--- src/rtl/ac_fan_driver_if.sv ---
// Fan driver bus: speed request and tachometer in, PWM drive and status out.
// The tach line exists only when FAN_TACH_EN is defined.
interface ac_fan_driver_if;
  logic [2:0] fan_speed;
`ifdef FAN_TACH_EN
  logic       tach;
`endif
  logic       pwm_out;
  logic [7:0] duty;
  logic       fan_on;
  logic       at_speed;
  logic       fault;

`ifdef FAN_TACH_EN
  modport master (output fan_speed, output tach,
                  input pwm_out, input duty, input fan_on, input at_speed, input fault);
  modport slave  (input fan_speed, input tach,
                  output pwm_out, output duty, output fan_on, output at_speed, output fault);
`else
  modport master (output fan_speed,
                  input pwm_out, input duty, input fan_on, input at_speed, input fault);
  modport slave  (input fan_speed,
                  output pwm_out, output duty, output fan_on, output at_speed, output fault);
`endif
endinterface

--- src/rtl/ac_fan_driver.sv ---
// AC fan driver: ramped 8-bit duty toward a speed-level target, glitch-free PWM.
// Optional stall detection on the tach input is enabled by defining FAN_TACH_EN.
module ac_fan_driver #(
  parameter int unsigned RAMP_DIV    = 16,
  parameter int unsigned STALL_LIMIT = 50000
) (
  input  logic           clk,
  input  logic           reset,
  ac_fan_driver_if.slave bus
);

  localparam int unsigned PRESC_W = 16;
  localparam int unsigned DUTY_W  = 8;
  localparam int unsigned STALL_W = 16;

  if (RAMP_DIV < 1 || RAMP_DIV > 65535) begin : g_chk_ramp_div
    $error("RAMP_DIV must be in 1..65535");
  end
  if (STALL_LIMIT < 1 || STALL_LIMIT > 65535) begin : g_chk_stall_limit
    $error("STALL_LIMIT must be in 1..65535");
  end

  typedef enum logic [1:0] {S_OFF, S_RAMP, S_RUN, S_FAULT} state_e;

  state_e              r_state;
  logic [DUTY_W-1:0]   r_target;
  logic [PRESC_W-1:0]  r_presc;
  logic [DUTY_W-1:0]   r_duty;
  logic [DUTY_W-1:0]   r_duty_active;
  logic [DUTY_W-1:0]   r_pwm_cnt;
  logic                r_pwm_out;
  logic                r_fan_on;
  logic                r_at_speed;

  state_e              w_state_nxt;
  logic [DUTY_W-1:0]   w_target_map;
  logic [DUTY_W-1:0]   w_duty_nxt;
  logic                w_wrap;
  logic                w_stall_hit;
  logic                w_to_fault;

  always_comb begin
    w_target_map = DUTY_W'(255);
    case (bus.fan_speed)
      3'd0: w_target_map = DUTY_W'(0);
      3'd1: w_target_map = DUTY_W'(64);
      3'd2: w_target_map = DUTY_W'(128);
      3'd3: w_target_map = DUTY_W'(192);
      default: w_target_map = DUTY_W'(255);
    endcase
  end

  assign w_wrap = (r_presc == PRESC_W'(RAMP_DIV - 1));

`ifdef FAN_TACH_EN
  logic               r_tach_s1;
  logic               r_tach_s2;
  logic               r_tach_d;
  logic [STALL_W-1:0] r_stall;
  logic               r_fault;
  logic               w_tach_edge;

  assign w_tach_edge = r_tach_s2 & ~r_tach_d;
  assign w_stall_hit = (r_state == S_RUN) && !w_tach_edge &&
                       (r_stall == STALL_W'(STALL_LIMIT - 1));

  // Tach synchronizer, edge detect and stall counter (only live in RUN)
  always_ff @(posedge clk or negedge reset) begin
    if (!reset) begin
      r_tach_s1 <= 1'b0;
      r_tach_s2 <= 1'b0;
      r_tach_d  <= 1'b0;
      r_stall   <= '0;
      r_fault   <= 1'b0;
    end else begin
      r_tach_s1 <= bus.tach;
      r_tach_s2 <= r_tach_s1;
      r_tach_d  <= r_tach_s2;
      if (r_state != S_RUN || w_tach_edge) r_stall <= '0;
      else                                 r_stall <= r_stall + STALL_W'(1);
      r_fault   <= (w_state_nxt == S_FAULT);
    end
  end

  assign bus.fault = r_fault;
`else
  assign w_stall_hit = 1'b0;
  assign bus.fault   = 1'b0;
`endif

  always_comb begin
    w_state_nxt = r_state;
    case (r_state)
      S_OFF:   if (r_target != '0) w_state_nxt = S_RAMP;
      S_RAMP:  if (r_duty == r_target)
                 w_state_nxt = (r_target != '0) ? S_RUN : S_OFF;
      S_RUN:   if (w_stall_hit)              w_state_nxt = S_FAULT;
               else if (r_target != r_duty)  w_state_nxt = S_RAMP;
      S_FAULT: if (r_target == '0) w_state_nxt = S_OFF;
      default: w_state_nxt = S_OFF;
    endcase
  end

  assign w_to_fault = (w_state_nxt == S_FAULT);

  // Ramp one LSB per prescaler wrap; the compare-before-step keeps it inside 0..255
  always_comb begin
    w_duty_nxt = r_duty;
    if (w_to_fault) begin
      w_duty_nxt = '0;
    end else if (w_wrap) begin
      if (r_duty < r_target)      w_duty_nxt = r_duty + DUTY_W'(1);
      else if (r_duty > r_target) w_duty_nxt = r_duty - DUTY_W'(1);
    end
  end

  always_ff @(posedge clk or negedge reset) begin
    if (!reset) begin
      r_state       <= S_OFF;
      r_target      <= '0;
      r_presc       <= '0;
      r_duty        <= '0;
      r_duty_active <= '0;
      r_pwm_cnt     <= '0;
      r_pwm_out     <= 1'b0;
      r_fan_on      <= 1'b0;
      r_at_speed    <= 1'b0;
    end else begin
      r_state    <= w_state_nxt;
      r_target   <= w_target_map;
      r_presc    <= w_wrap ? '0 : r_presc + PRESC_W'(1);
      r_duty     <= w_duty_nxt;
      r_pwm_cnt  <= r_pwm_cnt + DUTY_W'(1);
      r_fan_on   <= (w_duty_nxt != '0);
      r_at_speed <= (w_state_nxt == S_RUN);
      // Duty is only sampled at the period boundary so a period never changes width
      if (w_to_fault)                  r_duty_active <= '0;
      else if (r_pwm_cnt == 8'hFF)     r_duty_active <= r_duty;
      r_pwm_out  <= !w_to_fault && (r_pwm_cnt < r_duty_active);
    end
  end

  assign bus.pwm_out  = r_pwm_out;
  assign bus.duty     = r_duty;
  assign bus.fan_on   = r_fan_on;
  assign bus.at_speed = r_at_speed;

endmodule

--- src/flat_wrapper.sv ---
// flat-port wrapper written by rule: the top's interface ports become plain ports
module ac_fan_driver_flat 
#(
  parameter int unsigned RAMP_DIV    = 16,
  parameter int unsigned STALL_LIMIT = 50000
)
  (clk, reset, bus_fan_speed, bus_pwm_out, bus_duty, bus_fan_on, bus_at_speed, bus_fault);
  ac_fan_driver_if bus_i ();
  input  logic clk;
  input  logic reset;
  input wire logic [$bits(bus_i.fan_speed)-1:0] bus_fan_speed;
  output wire logic [$bits(bus_i.pwm_out)-1:0] bus_pwm_out;
  output wire logic [$bits(bus_i.duty)-1:0] bus_duty;
  output wire logic [$bits(bus_i.fan_on)-1:0] bus_fan_on;
  output wire logic [$bits(bus_i.at_speed)-1:0] bus_at_speed;
  output wire logic [$bits(bus_i.fault)-1:0] bus_fault;
  assign bus_i.fan_speed = bus_fan_speed;
  assign bus_pwm_out = bus_i.pwm_out;
  assign bus_duty = bus_i.duty;
  assign bus_fan_on = bus_i.fan_on;
  assign bus_at_speed = bus_i.at_speed;
  assign bus_fault = bus_i.fault;
  ac_fan_driver #(.RAMP_DIV(RAMP_DIV), .STALL_LIMIT(STALL_LIMIT)) u_core (.clk(clk), .reset(reset), .bus(bus_i));
endmodule
--- config.mk ---
export PLATFORM = sky130hd
export DESIGN_NAME = ac_fan_driver_flat
export DESIGN_NICKNAME = d
export VERILOG_FILES = /design/src/rtl/ac_fan_driver_if.sv /design/src/rtl/ac_fan_driver.sv /design/src/flat_wrapper.sv
export SDC_FILE = /design/constraint.sdc
export NUM_CORES = 1
export LEC_CHECK = 0
export CAP_MARGIN = 25
export CORE_MARGIN = 2
export CORE_UTILIZATION = 60
export CTS_BUF_LIST = sky130_fd_sc_hd__clkbuf_16
export CTS_CLUSTER_DIAMETER = 30
export DETAILED_ROUTE_END_ITERATION = 8
export PLACE_DENSITY = 0.9
export SYNTH_ARGS = -nofsm -noshare
export SYNTH_HDL_FRONTEND = slang
export SYNTH_SLANG_ARGS = --single-unit
export TNS_END_PERCENT = 30
--- constraint.sdc ---
create_clock -name clk -period 5.2 [get_ports clk]
set_clock_uncertainty 0.05 [all_clocks]
set_input_delay 0.78 -clock clk [delete_from_list [all_inputs] [get_ports clk]]
set_output_delay 0.78 -clock clk [all_outputs]
set_load 0.01 [all_outputs]
==> results.md, run 1 <==
- Worst setup EP type: flip-flop
- Highest layer used for signal routing: met4
- Area occupied by registers: 1200 um2
- Count of final hold-check violations: 0
- Worst slack on hold paths: approximately 0.37 ns
- Per-instance average area after synthesis: approximately 11 um2
- Pins over their slew limit: 0
- Total via count in the routed design: 1987
- DIE AREA: ~5000 um2
- Routed wire length on met2: between 2000 and 3000 um
- Post-synth EDFFs: 0
- Number of fill cells in the layout: 300
- Post-Place Cells: approximately 320
- DRC violation count after routing: 0
- Routed length on met3: between 200 and 300 um
- Maximum level of the CTS H-tree: 2
- Ordered cell list for the critical path: ha_1, nor3b_2, nand4_2, or4_4, a2111oi_4, o21a_2, nor3_2, a2111oi_2, nand4bb_1
- Worst Reg2Reg Path Length in Cells: 9
- Netlist cell types: 54
- End of the worst register-to-register path: u_core.bus.fan_on$_DFF_PN0_
- Placed standard-cell area: between 2000 and 3000 um2
- Clock tree from TritonCTS: yes
- Global-route wire length before repair: about 9400 um
- Largest net degree at the start of global routing: 33
- Die outline width: 71.0 um
- Overflow after GRT: 0
- Multi-input gate area: 1380 um2
- Number of DRC markers in iteration 0: 121
- Number of buffers added to fix hold violations after cts: 0
- Gr usage total: approximately a quarter
- Type of the tightest min-delay check: in2async
- CTS root buf: clkbuf_16
- Arrival time reported for the critical path endpoint: slightly below 3 ns
- Clock buffer count from CTS: 5
- Final ANT Viol Nets: 0
- Std-Cell Rows: 24
- WL per Instance: 16.5 um
- Clk sinks: 48
- Launching element type of the critical path: flip-flop
- Io pins: 17
- Routability congestion estimate from global placement: 0.918
- Layout Nets: approximately 300
- Total power per unit cell area: about 290 nW/um2
- Most instantiated flip-flop cell in the synthesis netlist: dfrtp_1
- Clock period minus final worst setup slack: around 2.8 ns
- Synth Register Bits: between 40 and 50
- Clock Pin Slew Worst Setup and Hold Paths: 0.07 ns
- Area inside the core boundary: 4320 um2
- Data required time of the critical path: 5.31 ns
- Post-route fraction of the period consumed by the critical path: 54.2%
- Origin of the critical flop-to-flop path: u_core.r_presc[0]$_DFF_PN0_
- Synth Net Count: 280
- Number of resized instances in the post-cts repair step: 0
- Layout overhead on the synthesized area: 12.9%
- Number of port buffers: 15
- Combined area of all synthesized cells: 2690 um2
- Fraction of final layout cells sized beyond drive strength 1: 10.6%
- Number of instances in the synthesized netlist: 256
- Total power: 890 uW
- Cell area after layout: 3040 um2
- CP Max Fanout: 5
- Via count of the first global-routing pass: a little over 2000
- Worst vdd ir: 0.190 mV
- Sequential share of the synthesized area: 44.7%
- Effective utilization at floorplan: 62.2%
- Max Fclk: 355 MHz
- Yosys warns: 0
- Post-Layout Cell Count: 325
- Antenna violations before repair: 0
- Cell type of the slowest stage on the worst timing path: or4_4
- Total Neg Setup Slack: 0 ns
- Met1 WL: 2330 um
- Worst stage delay on the critical path: 0.53 ns
- Fraction of registers with async set or reset after synthesis: 100%
- Max-cap viol count: 0
- Setup bufs post-CTS: 0
- Hpwl dp: 3930 um
- Y dimension of the die: slightly above 70 um
- Count of endpoints failing setup in the final report: 0
- Run status: completed
- Setup slack, reg-to-reg: 2.38 ns
- Detailed-route vias per instance: 6.11
- Longest Clk Path Bufs: 2
- Leakage power of the design: 0.00136 uW
- Unrepaired setup endpoints after global routing: false
- Worst-skew pair later-pin latency: 0.29 ns
- Routed WL: 5360 um
- Type of the worst setup path: reg2reg
- 1st-pass router iterations: 4
- Number of diodes added for antenna fixing: 0
## area by class of cell
class	instances	area share, %
clock buffer	5	4.12
sequential	48	39.6
tap	52	2.14
multi-input combinational	186	45.5
inverter	15	1.85
clock inverter	3	1.40
timing repair buffer	16	5.44
## state kept, by name, indices dropped and copies added (netlist names)
signal	flops
u_core.r_state	2
u_core.bus.at_speed	1
u_core.bus.pwm_out	1
u_core.r_presc	16
u_core.bus.duty	8
u_core.bus.fan_on	1
u_core.r_duty_active	8
u_core.r_target	3
u_core.r_pwm_cnt	8
## through the flow
step	worst slack, ns	utilization [%]
after floorplan	2.60	-
after global placement	2.53	65.9
after detailed placement	2.45	66.3
after CTS	2.39	70.2
after global routing	2.22	70.2
final	2.38	70.2
## layer usage
layer,vias up,GRT usage (%)
met2,70,40.3
met3,11,4.42
met1,965,30.1
met4,0,9.43
li1,941,-
met5,-,0
## cells in the final DEF, fill, tap and decap left out, types with 2 or more instances in the layout
master           instances
clkdlybuf4s50_1         14
nor4_1                   4
a21o_1                   4
or2_2                    3
inv_1                   15
nor2_1                  21
dfrtp_1                 48
and2_1                   4
xor2_1                   7
clkbuf_16                5
o21ai_0                  6
and3_1                   6
mux2i_1                  9
nand3_1                 13
nor3_1                   5
nand4_1                  8
o211ai_1                 3
ha_1                    19
nand2_1                 13
and4_1                   3
a21oi_1                 10
xnor2_1                 18
nor3b_1                  2
## synth_stat cells (5+ instances only)
library cell | n | share of area (%)
nor2_1 | 21 | 2.9
o21ai_0 | 6 | 1.1
mux2i_1 | 9 | 3.3
ha_1 | 19 | 8.8
a21oi_1 | 10 | 1.9
inv_1 | 15 | 2.1
nor3_1 | 5 | 0.93
nand4_1 | 8 | 1.9
nand2_1 | 13 | 1.8
xor2_1 | 7 | 2.3
dfrtp_1 | 48 | 45
and3_1 | 6 | 1.4
nand3_1 | 13 | 2.4
xnor2_1 | 18 | 5.9
## logic make-up after synthesis
logic type                 after synthesis  share of synthesized area, %
and+or+nand+nor                         98                          21.5
DFF                                     48                          44.7
AOI/OAI and AO/OA                       33                          8.93
xor gates and xnor gates                25                          8.14
buffers and inverters                   22                          4.00
adders and majority gates               19                          8.84
muxes                                   10                          3.77
other                                    1                         0.139
## critical path, delay by kind of cell, from the launching register on
family	cells	cell delay [ns]
simple gates	5	1.13
compound gates	3	0.83
flops	1	0.41
fa+ha+maj	1	0.27
## where the power goes
group / total (uW) / switching (uW) / internal [uW]
Clock: 362 / 136 / 226
Sequential: 409 / 24.0 / 385
Combinational: 119 / 62.9 / 56.2
## how the worst max path moves through the flow
stage,to,startpoint,cells after the start,slack [ns]
final,u_core.bus.fan_on$_DFF_PN0_,u_core.r_presc[0]$_DFF_PN0_,9,2.38
after global placement,u_core.bus.fan_on$_DFF_PN0_,u_core.r_presc[0]$_DFF_PN0_,9,2.53
after global routing,u_core.bus.fan_on$_DFF_PN0_,u_core.r_presc[0]$_DFF_PN0_,9,2.22
after floorplan,u_core.bus.fan_on$_DFF_PN0_,u_core.bus.duty[5]$_DFF_PN0_,9,2.60
after CTS,u_core.bus.fan_on$_DFF_PN0_,u_core.r_presc[0]$_DFF_PN0_,9,2.39
after detailed placement,u_core.bus.fan_on$_DFF_PN0_,u_core.r_presc[0]$_DFF_PN0_,9,2.45
(Power assumes the default switching activity.)
==> run 2, diff against run 1 <==
CORE_UTILIZATION = 53   (was 60)
PLACE_DENSITY = 0.84   (was 0.9)
clock period = 2.52 ns   (was 5.2 ns; I/O delays follow)
==> results.md, run 2 (synthesis results as in run 1) <==
- Max Fclk: 366 MHz (+3.2%)
- Worst slew slack as a fraction of its limit: 62.5%
- Area inside the core boundary: 4820 um2 (+11%)
- Layout overhead on the synthesized area: 28.4%
- Placed standard-cell area: 3080 um2 (+7.4%)
- Worst stage delay on the critical path: 0.43 ns (-0.10 ns)
- Number of buffers added to fix hold violations after cts: 0 (unchanged)
- Overflow after GRT: 0 (unchanged)
- Clock buffer count from CTS: 5 (unchanged)
- Cell type of the slowest stage on the worst timing path: nor3_1
- Run status: finished, violations left
- Portion of total power attributed to combinational logic: 20.9% (+7.5 points)
- Violated checks: negative setup slack
- Clk sinks: 48 (unchanged)
- Commonest non-fill, non-tap cell in the layout: dfrtp_1
- Layout Nets: 329 (+11%)
- Maximum level of the CTS H-tree: 2 (unchanged)
- CTS root buf: clkbuf_16
- Effective utilization at floorplan: 55.8% (-6.4 points)
- Std-Cell Rows: 25 (+4.2%)
- Clock tree from TritonCTS: yes
- Count of final hold-check violations: 0 (unchanged)
- Flip-flop count of the largest register, all copies and words added: 16 (unchanged)
- Top library cells by usage in the layout, fill and taps aside: dfrtp_1 (43), buf_4 (33), nor2_1 (21), xnor2_1 (18)
- Worst Reg2Reg Path Length in Cells: 12 (+3)
- Cell internal pwr: 1460 uW (+120%)
- Antenna violations before repair: 0 (unchanged)
- Clock Pin Slew Worst Setup and Hold Paths: 0.06 ns (about the same)
- Unrepaired setup endpoints after global routing: true
- Switching Fraction: 26.0% (+0.98 points)
- Hpwl dp: 4310 um (+9.6%)
- Via count of the first global-routing pass: 2233 (+11%)
- Longest Clk Path Bufs: 2 (unchanged)
- Register with the most flip-flops: u_core.r_presc
- Worst-margin pin slew: 0.559 ns
- Clock period minus final worst setup slack: 2.73 ns (-0.0867 ns)
- WL per Instance: 18.8 um (+14%)
- Total Neg Setup Slack: -0.238 ns (-0.238 ns)
- Arrival time reported for the critical path endpoint: 2.84 ns (-0.09 ns)
- Largest net degree at the start of global routing: 24 (-27%)
- Y dimension of the die: 75.2 um (+6.0%)
- Gr usage total: 24.9% (+1.2 points)
- Type of the worst setup path: reg2reg
- Fraction of final layout cells sized beyond drive strength 1: 25.8% (+15 points)
- Post-route fraction of the period consumed by the critical path: 108% (+54 points)
- Number of port buffers: 15 (unchanged)
- Number of fill cells in the layout: 321 (+7.0%)
- Psw: 512 uW (+130%)
- DRC violation count after routing: 0 (unchanged)
- Type of the tightest min-delay check: in2async
- Number of DRC markers in iteration 0: 251 (+110%)
- Area occupied by registers: 1210 um2 (+0.52%)
- Setup WS post-layout: -0.210 ns (-2.59 ns)
- Global-route wire length before repair: 10500 um (+12%)
- Final ANT Viol Nets: 0 (unchanged)
- Die outline width: 75.2 um (+6.0%)
- DIE AREA: 5660 um2 (+12%)
- Routability congestion estimate from global placement: 0.934 (+1.7%)
- Leakage power of the design: 0.00153 uW (+13%)
- CP Max Fanout: 6 (+1)
- Total power: 1970 uW (+120%)
- Launching element type of the critical path: flip-flop
- Count of endpoints failing setup in the final report: 3 (+3)
- Cell area after layout: 3450 um2 (+14%)
- Worst vdd ir: 0.478 mV (+150%)
- Data required time of the critical path: 2.63 ns (-2.68 ns)
- Pre-CTS setup slack: -0.0580 ns (-2.50 ns)
- Total power per unit cell area: 570 nW/um2 (+94%)
- Ordered cell list for the critical path: clkinv_4, ha_4, nor2b_4, o211ai_1, buf_4, a21o_4, a2111oi_4, buf_4, nor3_1, nor3_4, a2111oi_4, nand4bb_1
- Max-cap viol count: 0 (unchanged)
- Worst setup EP type: flip-flop
- Routed WL: 7030 um (+31%)
- Detailed-route vias per instance: 6.17 (+0.86%)
- Total via count in the routed design: 2300 (+16%)
- Pins over their slew limit: 0 (unchanged)
- Clock power frac: 37.0% (-3.7 points)
- Sequential fraction of design power: 42.0% (-4.0 points)
- Number of diodes added for antenna fixing: 0 (unchanged)
- Worst-skew pair later-pin latency: 0.29 ns (about the same)
- Multi-input gate area: 1530 um2 (+11%)
- 1st-pass router iterations: 7 (+3)
- Io pins: 17 (unchanged)
run 2: cell count changes in the layout (fill, tap and decap cells not counted), sizes merged:
cell	before	now
inv	15	14
clkinv	1	3
clkinvlp	1	0
buf	2	35
run 2: cell type report:
cell class | count | area share, %
clock inverter | 3 | 1.09
tap | 67 | 2.43
clock buffer | 5 | 3.62
multi-input combinational | 186 | 44.4
sequential | 48 | 35.0
timing repair buffer | 49 | 11.7
inverter | 15 | 1.78
run 2: power by group through the flow:
stage | combinational [uW] | sequential (uW) | clock [uW]
after floorplan | 133 | 852 | 0
after global placement | 305 | 829 | 0
after detailed placement | 318 | 829 | 0
after CTS | 336 | 823 | 737
after global routing | 433 | 827 | 774
final | 412 | 827 | 729
run 2: routing by layer:
layer  vias up  share of wire (%)  track usage (%)
met2       146                 46             40.9
met4         0                5.2             10.9
met3        54                8.3             4.15
met1      1097                 40             32.6
met5         -                  0                0
li1       1003                  -                -
run 2: final timing paths:
path / startpoint / to / slack (ns)
worst max-delay path: u_core.r_target[5]$_DFF_PN0_ / u_core.bus.fan_on$_DFF_PN0_ / -0.21
worst min-delay path: reset / u_core.r_pwm_cnt[3]$_DFF_PN0_ / 0.02
worst min register to register: u_core.r_pwm_cnt[0]$_DFF_PN0_ / u_core.r_pwm_cnt[0]$_DFF_PN0_ / 0.45
min in group clk: u_core.r_pwm_cnt[0]$_DFF_PN0_ / u_core.r_pwm_cnt[0]$_DFF_PN0_ / 0.45
max in group asynchronous: reset / u_core.bus.duty[0]$_DFF_PN0_ / 1.80
worst max register to register: u_core.r_target[5]$_DFF_PN0_ / u_core.bus.fan_on$_DFF_PN0_ / -0.21
run 2: timing repair:
action | in CTS | in global routing
gates resized for setup | 12 | 13
setup buffers | 5 | 3
endpoints found under the setup margin | 1 | 2
pin swaps | 6 | 9
run 2: stage by stage:
stage,hold WS [ns],cells,util [%]
final,0.0160,373,71.7
after global placement,0.326,357,63.9
after floorplan,0.0324,256,-
after CTS,0.0298,370,69.8
after global routing,0.0538,373,71.7
after detailed placement,0.332,357,63.9
run 2: worst max-delay path: cells and delay by family (launching register included):
kind / cells / cell delay [ns]
flops: 1 / 0.41
simple gates: 4 / 0.79
buf+inv: 3 / 0.48
fa+ha+maj: 1 / 0.27
compound gates: 4 / 0.60
